File: src/rtl/apb_pkg.sv
// apb_pkg: shared types and constants for the APB bridge.
//   apb_state_t     - bridge FSM state encoding (IDLE, SETUP, ACCESS)
//   APB_BASE_ADDR   - default start of the peripheral region
//   APB_SLV_SIZE    - address window of each slave (4 KB)
//   APB_NUM_SLV_DEF - default number of slaves
//   APB_TIMEOUT_DEF - default ACCESS-phase cycle limit
package apb_pkg;

  typedef enum logic [1:0] {
    IDLE   = 2'd0,
    SETUP  = 2'd1,
    ACCESS = 2'd2
  } apb_state_t;

  localparam logic [31:0] APB_BASE_ADDR   = 32'h1000_0000;
  localparam logic [31:0] APB_SLV_SIZE    = 32'h0000_1000;
  localparam int          APB_NUM_SLV_DEF = 4;
  localparam int          APB_TIMEOUT_DEF = 16;

endpackage

File: src/rtl/apb_addr_decoder.sv
// apb_addr_decoder: combinational map from a core byte address to a one-hot
// slave select. Slave i owns BASE_ADDR + i*4KB .. BASE_ADDR + (i+1)*4KB - 1.
// Ports:
//   addr_i [31:0]        core byte address
//   sel_o  [NUM_SLV-1:0] one-hot select, all zero on a miss
//   hit_o                address falls inside the peripheral region
module apb_addr_decoder
  import apb_pkg::*;
#(
  parameter int          NUM_SLV   = APB_NUM_SLV_DEF,
  parameter logic [31:0] BASE_ADDR = APB_BASE_ADDR
) (
  input  logic [31:0]        addr_i,
  output logic [NUM_SLV-1:0] sel_o,
  output logic               hit_o
);

  localparam logic [31:0] REGION = 32'(NUM_SLV) * APB_SLV_SIZE;

  logic [31:0] offset;

  // Addresses below BASE_ADDR wrap to huge offsets, so one unsigned compare
  // covers both ends of the region.
  always_comb begin
    offset = addr_i - BASE_ADDR;
    hit_o  = (offset < REGION);
    sel_o  = '0;
    for (int i = 0; i < NUM_SLV; i++) begin
      sel_o[i] = hit_o && (offset[14:12] == 3'(i));
    end
  end

endmodule

File: src/rtl/apb_master.sv
// apb_master: bridge from single-cycle core requests to APB3 transfers.
// Each accepted request runs SETUP then ACCESS on the decoded slave and
// returns a one-cycle ready pulse with rdata/err. All outputs are registered.
// Optional feature macro: APB_MASTER_TIMEOUT_EN ends an ACCESS phase with
// err=1 after TIMEOUT_CYC cycles without PREADY from the selected slave.
// Ports:
//   PCLK, PRESET          clock, synchronous active-high reset
//   req, addr, wdata, we  core request (req is a one-cycle pulse)
//   rdata, ready, err     core completion (valid while ready=1)
//   PADDR, PWDATA, PWRITE APB address/data/direction (held in IDLE)
//   PENABLE, PSEL         APB access phase and one-hot slave select
//   PRDATA, PREADY        per-slave read data (32 bits each) and ready
module apb_master
  import apb_pkg::*;
#(
  parameter int          NUM_SLV     = APB_NUM_SLV_DEF,
  parameter logic [31:0] BASE_ADDR   = APB_BASE_ADDR,
  parameter int          TIMEOUT_CYC = APB_TIMEOUT_DEF
) (
  input  logic                  PCLK,
  input  logic                  PRESET,
  input  logic                  req,
  input  logic [31:0]           addr,
  input  logic [31:0]           wdata,
  input  logic                  we,
  output logic [31:0]           rdata,
  output logic                  ready,
  output logic                  err,
  output logic [31:0]           PADDR,
  output logic [31:0]           PWDATA,
  output logic                  PWRITE,
  output logic                  PENABLE,
  output logic [NUM_SLV-1:0]    PSEL,
  input  logic [NUM_SLV*32-1:0] PRDATA,
  input  logic [NUM_SLV-1:0]    PREADY
);

  if (NUM_SLV < 1 || NUM_SLV > 8 || TIMEOUT_CYC < 1 || TIMEOUT_CYC > 255) begin : g_bad_param
    $error("apb_master: NUM_SLV must be 1..8 and TIMEOUT_CYC 1..255");
  end

  apb_state_t         state_q, state_d;
  logic [31:0]        paddr_q, paddr_d;
  logic [31:0]        pwdata_q, pwdata_d;
  logic               pwrite_q, pwrite_d;
  logic               penable_q, penable_d;
  logic [NUM_SLV-1:0] psel_q, psel_d;
  logic [31:0]        rdata_q, rdata_d;
  logic               ready_q, ready_d;
  logic               err_q, err_d;

  logic [NUM_SLV-1:0] dec_sel;
  logic               dec_hit;
  logic               rdy_sel;
  logic [31:0]        rd_sel;

`ifdef APB_MASTER_TIMEOUT_EN
  logic [7:0]         cnt_q, cnt_d;
`endif

  apb_addr_decoder #(
    .NUM_SLV  (NUM_SLV),
    .BASE_ADDR(BASE_ADDR)
  ) u_dec (
    .addr_i(addr),
    .sel_o (dec_sel),
    .hit_o (dec_hit)
  );

  // PSEL is only non-zero during SETUP/ACCESS, so it doubles as the latched
  // slave index for masking PREADY/PRDATA of the selected slave.
  always_comb begin
    rdy_sel = |(PREADY & psel_q);
    rd_sel  = '0;
    for (int i = 0; i < NUM_SLV; i++) begin
      rd_sel = rd_sel | (PRDATA[32*i +: 32] & {32{psel_q[i]}});
    end
  end

  always_comb begin
    state_d   = state_q;
    paddr_d   = paddr_q;
    pwdata_d  = pwdata_q;
    pwrite_d  = pwrite_q;
    penable_d = penable_q;
    psel_d    = psel_q;
    rdata_d   = rdata_q;
    ready_d   = 1'b0;
    err_d     = 1'b0;
`ifdef APB_MASTER_TIMEOUT_EN
    cnt_d     = cnt_q;
`endif
    unique case (state_q)
      IDLE: begin
        if (req) begin
          if (dec_hit) begin
            paddr_d  = addr;
            pwdata_d = wdata;
            pwrite_d = we;
            psel_d   = dec_sel;
            state_d  = SETUP;
          end else begin
            ready_d = 1'b1;
            err_d   = 1'b1;
            rdata_d = '0;
          end
        end
      end
      SETUP: begin
        penable_d = 1'b1;
        state_d   = ACCESS;
`ifdef APB_MASTER_TIMEOUT_EN
        cnt_d     = '0;
`endif
      end
      ACCESS: begin
        // PREADY has priority over the timeout in the same cycle.
        if (rdy_sel) begin
          ready_d   = 1'b1;
          rdata_d   = pwrite_q ? 32'h0 : rd_sel;
          psel_d    = '0;
          penable_d = 1'b0;
          state_d   = IDLE;
        end
`ifdef APB_MASTER_TIMEOUT_EN
        else if (cnt_q == 8'(TIMEOUT_CYC - 1)) begin
          ready_d   = 1'b1;
          err_d     = 1'b1;
          rdata_d   = '0;
          psel_d    = '0;
          penable_d = 1'b0;
          state_d   = IDLE;
        end else begin
          cnt_d = cnt_q + 8'd1;
        end
`endif
      end
      default: begin
        psel_d    = '0;
        penable_d = 1'b0;
        state_d   = IDLE;
      end
    endcase
  end

  always_ff @(posedge PCLK) begin
    if (PRESET) begin
      state_q   <= IDLE;
      paddr_q   <= '0;
      pwdata_q  <= '0;
      pwrite_q  <= 1'b0;
      penable_q <= 1'b0;
      psel_q    <= '0;
      rdata_q   <= '0;
      ready_q   <= 1'b0;
      err_q     <= 1'b0;
    end else begin
      state_q   <= state_d;
      paddr_q   <= paddr_d;
      pwdata_q  <= pwdata_d;
      pwrite_q  <= pwrite_d;
      penable_q <= penable_d;
      psel_q    <= psel_d;
      rdata_q   <= rdata_d;
      ready_q   <= ready_d;
      err_q     <= err_d;
    end
  end

`ifdef APB_MASTER_TIMEOUT_EN
  always_ff @(posedge PCLK) begin
    if (PRESET) begin
      cnt_q <= '0;
    end else begin
      cnt_q <= cnt_d;
    end
  end
`endif

  assign PADDR   = paddr_q;
  assign PWDATA  = pwdata_q;
  assign PWRITE  = pwrite_q;
  assign PENABLE = penable_q;
  assign PSEL    = psel_q;
  assign rdata   = rdata_q;
  assign ready   = ready_q;
  assign err     = err_q;

endmodule

File: config.mk
export PLATFORM = sky130hd
export DESIGN_NAME = apb_master
export DESIGN_NICKNAME = d
export VERILOG_FILES = /design/src/rtl/apb_pkg.sv /design/src/rtl/apb_addr_decoder.sv /design/src/rtl/apb_master.sv
export SDC_FILE = /design/constraint.sdc
export NUM_CORES = 1
export LEC_CHECK = 0
export CORE_MARGIN = 2
export CORE_UTILIZATION = 32
export CTS_CLUSTER_DIAMETER = 100
export DETAILED_ROUTE_END_ITERATION = 10
export GPL_TIMING_DRIVEN = 0
export PLACE_DENSITY = 0.77
export SYNTH_ARGS = -nofsm -noshare
export SYNTH_HDL_FRONTEND = slang
export SYNTH_SLANG_ARGS = --single-unit
File: constraint.sdc
create_clock -name PCLK -period 2 [get_ports PCLK]
set_clock_uncertainty 0.05 [all_clocks]
set_input_delay 0.6 -clock PCLK [delete_from_list [all_inputs] [get_ports PCLK]]
set_output_delay 0.6 -clock PCLK [all_outputs]
set_load 0.005 [all_outputs]
==> results.cfg <==
[status]
run_status = finished, violations left
violations = setup timing

[run]
cap_viol_max_count = 0

[worst_setup_path]
crit_path_end_kind = flop
startpoint_type = input pin
worstPathRequired_ns = 2.16
rrSetupSlack_ns = 0.03
worstPathArrival_ns = 2.19
crit_fanout = 5
criticalPathCategory = in2reg

[die]
die-area_sq_um = 14900
ios = 304
core_region_area_sq_um = 13800
die_w_um = 122
die_h_um = 122
start_util_pct = 32.5
rows = 43

[timing]
clock.fmax_ghz = 0.493
hold_viol = 0
slew_headroom_pct = 56.1
rsz0062_at_grt = true
period_minus_slack_ns = 2.03
fin_crit_sh_pct = 101
setup_tns_ns = -0.0281
setup_slack_ns = -0.0281
drv_slew = 0
timing.hold.ws_ns = 0.408
setup_viol = 1
worst_pin_slew_ns = 0.659

[drt]
routed.top_layer = met4
dr_wl_met2_um = 9660
ant_nets = 0
routedWlPerCell_um = 18.2
vias = 5416
met3WireLength_um = 1230
drc = 0
drt_iter0_markers = 263
wl_met1_um = 7420
dr.pass1.iters = 4
via_per_inst = 5.28
drt_wl_total_um = 18700

[global_route]
grt_remaining_overflow = 0
grt_pass1_vias = 5353
antenna_found_initial = 1
grt_usage_pct = 24.0
grt_pass1_wl_um = 27900
grt_max_degree = 21

[place]
place_hpwl_um = 13500
pre_cts_ws_ns = -1.11
dp.cells = 984
placed_cell_area_sq_um = 7750
io_buffers = 302
gp_congestion = 0.777

[cells_and_area]
drive_above_1_share_pct = 17.5
instances_no_fill = 1026
final_cell_mix = 282 x clkdlybuf4s50_1, 104 x dfxtp_1, 80 x nand3_1
layout_commonest_cell = clkdlybuf4s50_1
design_area_sq_um = 8830
area_growth_pct = 97.4
num-nets-final = 1040
fill_cells = 1150

[synthesis]
syn_area_sq_um = 4470
yosysTopAreaCell = dfxtp_1
synth_cell_types = 36
synth_area_leaders = dfxtp_1 47%, nand3_1 9.1%, a22o_1 6.7%, a221oi_1 6.3%, a21oi_1 5.6%
yosysWarnings = 0
synth_top_area_share_pct = 47.5
synth_seq_cells = 106
syn_inst = 502
syn_nets = 702
avgSynthCellArea_sq_um = 8.91
ys_seq_area_share_pct = 47.5

[clock_network]
h-tree-depth = 3
clk_pin_slew_ns = 0.07
cts_tree = built
clk_latency_ns = 0.34
cts_sinks = 106
cts_buffers = 9
cts_hold_buf = 0
root_buffer = clkbuf_16
cts_max_path_buffers = 2

[pwr]
power_density_nw_per_um2 = 497
irDropWorstVdd_mv = 0.394
p_leak_nw = 3.04

[min_path]
hold_class = reg2reg
==> sequential cells by signal, summed over array words and instances, names as in the netlist <==
name	flops
ready	1
PWRITE	1
PENABLE	1
state_q	2
PWDATA	32
rdata	32
PSEL	4
err	1
PADDR	32
==> cell usage after synthesis <==
cell,number
and4b_1,1
buf_1,1
o22ai_1,32
a22o_1,34
o41ai_4,1
nand3_1,81
o2111a_1,1
or4b_4,1
nand4b_1,3
nor3_1,4
nor3_2,1
o31ai_1,1
mux2i_1,5
buf_2,6
or2_4,1
xnor2_1,1
inv_1,2
or4_1,1
nand2_1,4
nor2b_1,1
a211oi_1,1
or3b_4,1
nor2_1,4
buf_6,2
nand4_1,1
o21ai_0,1
clkbuf_1,50
o21ai_1,48
o211ai_1,1
o211a_1,1
or3_1,3
a221oi_1,32
a21oi_1,50
nor4_1,2
and2_1,17
dfxtp_1,106
==> kinds of logic after synthesis <==
logic type	after synthesis	synth area share [%]
buffers and inverters	61	5.63
muxes	5	1.12
xor gates and xnor gates	1	0.196
and+or+nand+nor	126	15.5
DFF	106	47.5
AOI/OAI and AO/OA	203	30.1
==> layout make-up <==
type / instances / area, sq um / area share (%)
clock inverters: 7 / 70.1 / 0.794
flip-flops and latches: 106 / 2120 / 24.1
plain buffers: 56 / 454 / 5.15
clock buffers: 9 / 225 / 2.55
multi-input cells: 335 / 2410 / 27.3
well taps: 180 / 225 / 2.55
diodes: 1 / 2.50 / 0.0284
inverters: 2 / 7.51 / 0.0851
repair buffers: 330 / 3300 / 37.4
==> per-stage QoR <==
| stage | total power [W] | utilization (%) |
|---|---|---|
| after floorplan | 0.00222 | - |
| after global placement | 0.00265 | 56.3 |
| after detailed placement | 0.00265 | 56.3 |
| after CTS | 0.00442 | 63.1 |
| after global routing | 0.00455 | 64.1 |
| final | 0.00439 | 64.1 |
==> metal layers <==
layer | track usage (%) | vias up
met3 | 5.66 | 24
li1 | - | 2608
met2 | 43.1 | 239
met1 | 28.2 | 2545
met5 | 0 | -
met4 | 7.18 | 0
==> report_power, final <==
part	leakage, nW	internal [W]	switching (W)
logic	2.04	0.000368	0.000145
clock network	0.143	0.000886	0.000881
registers	0.855	0.00211	0.000000760
total	3.04	0.00336	0.00103
==> final timing paths <==
| check | startpoint | endpoint | depth (start not counted) |
|---|---|---|---|
| max | addr[25] | PWDATA[18] | 7 |
| min | PWDATA[11] | PWDATA[11] | 2 |
| max reg2reg | state_q[0] | PWDATA[18] | 6 |
| min reg2reg | PWDATA[11] | PWDATA[11] | 2 |
==> critical path: stages <==
cell	delay, ns
buf_6	0.09
or4b_4	0.57
or3_4	0.38
buf_8	0.16
clkbuf_16	0.16
o21ai_2	0.14
a21oi_1	0.08
==> repair_timing <==
item	4_1_cts	5_1_grt
pin swaps	29	24
cloned	9	0
resized for setup	145	56
setup buffers	17	3
endpoints found under the hold margin	0	0
endpoints found under the setup margin	104	95
Note: power is estimated with default switching activity, not from simulation.
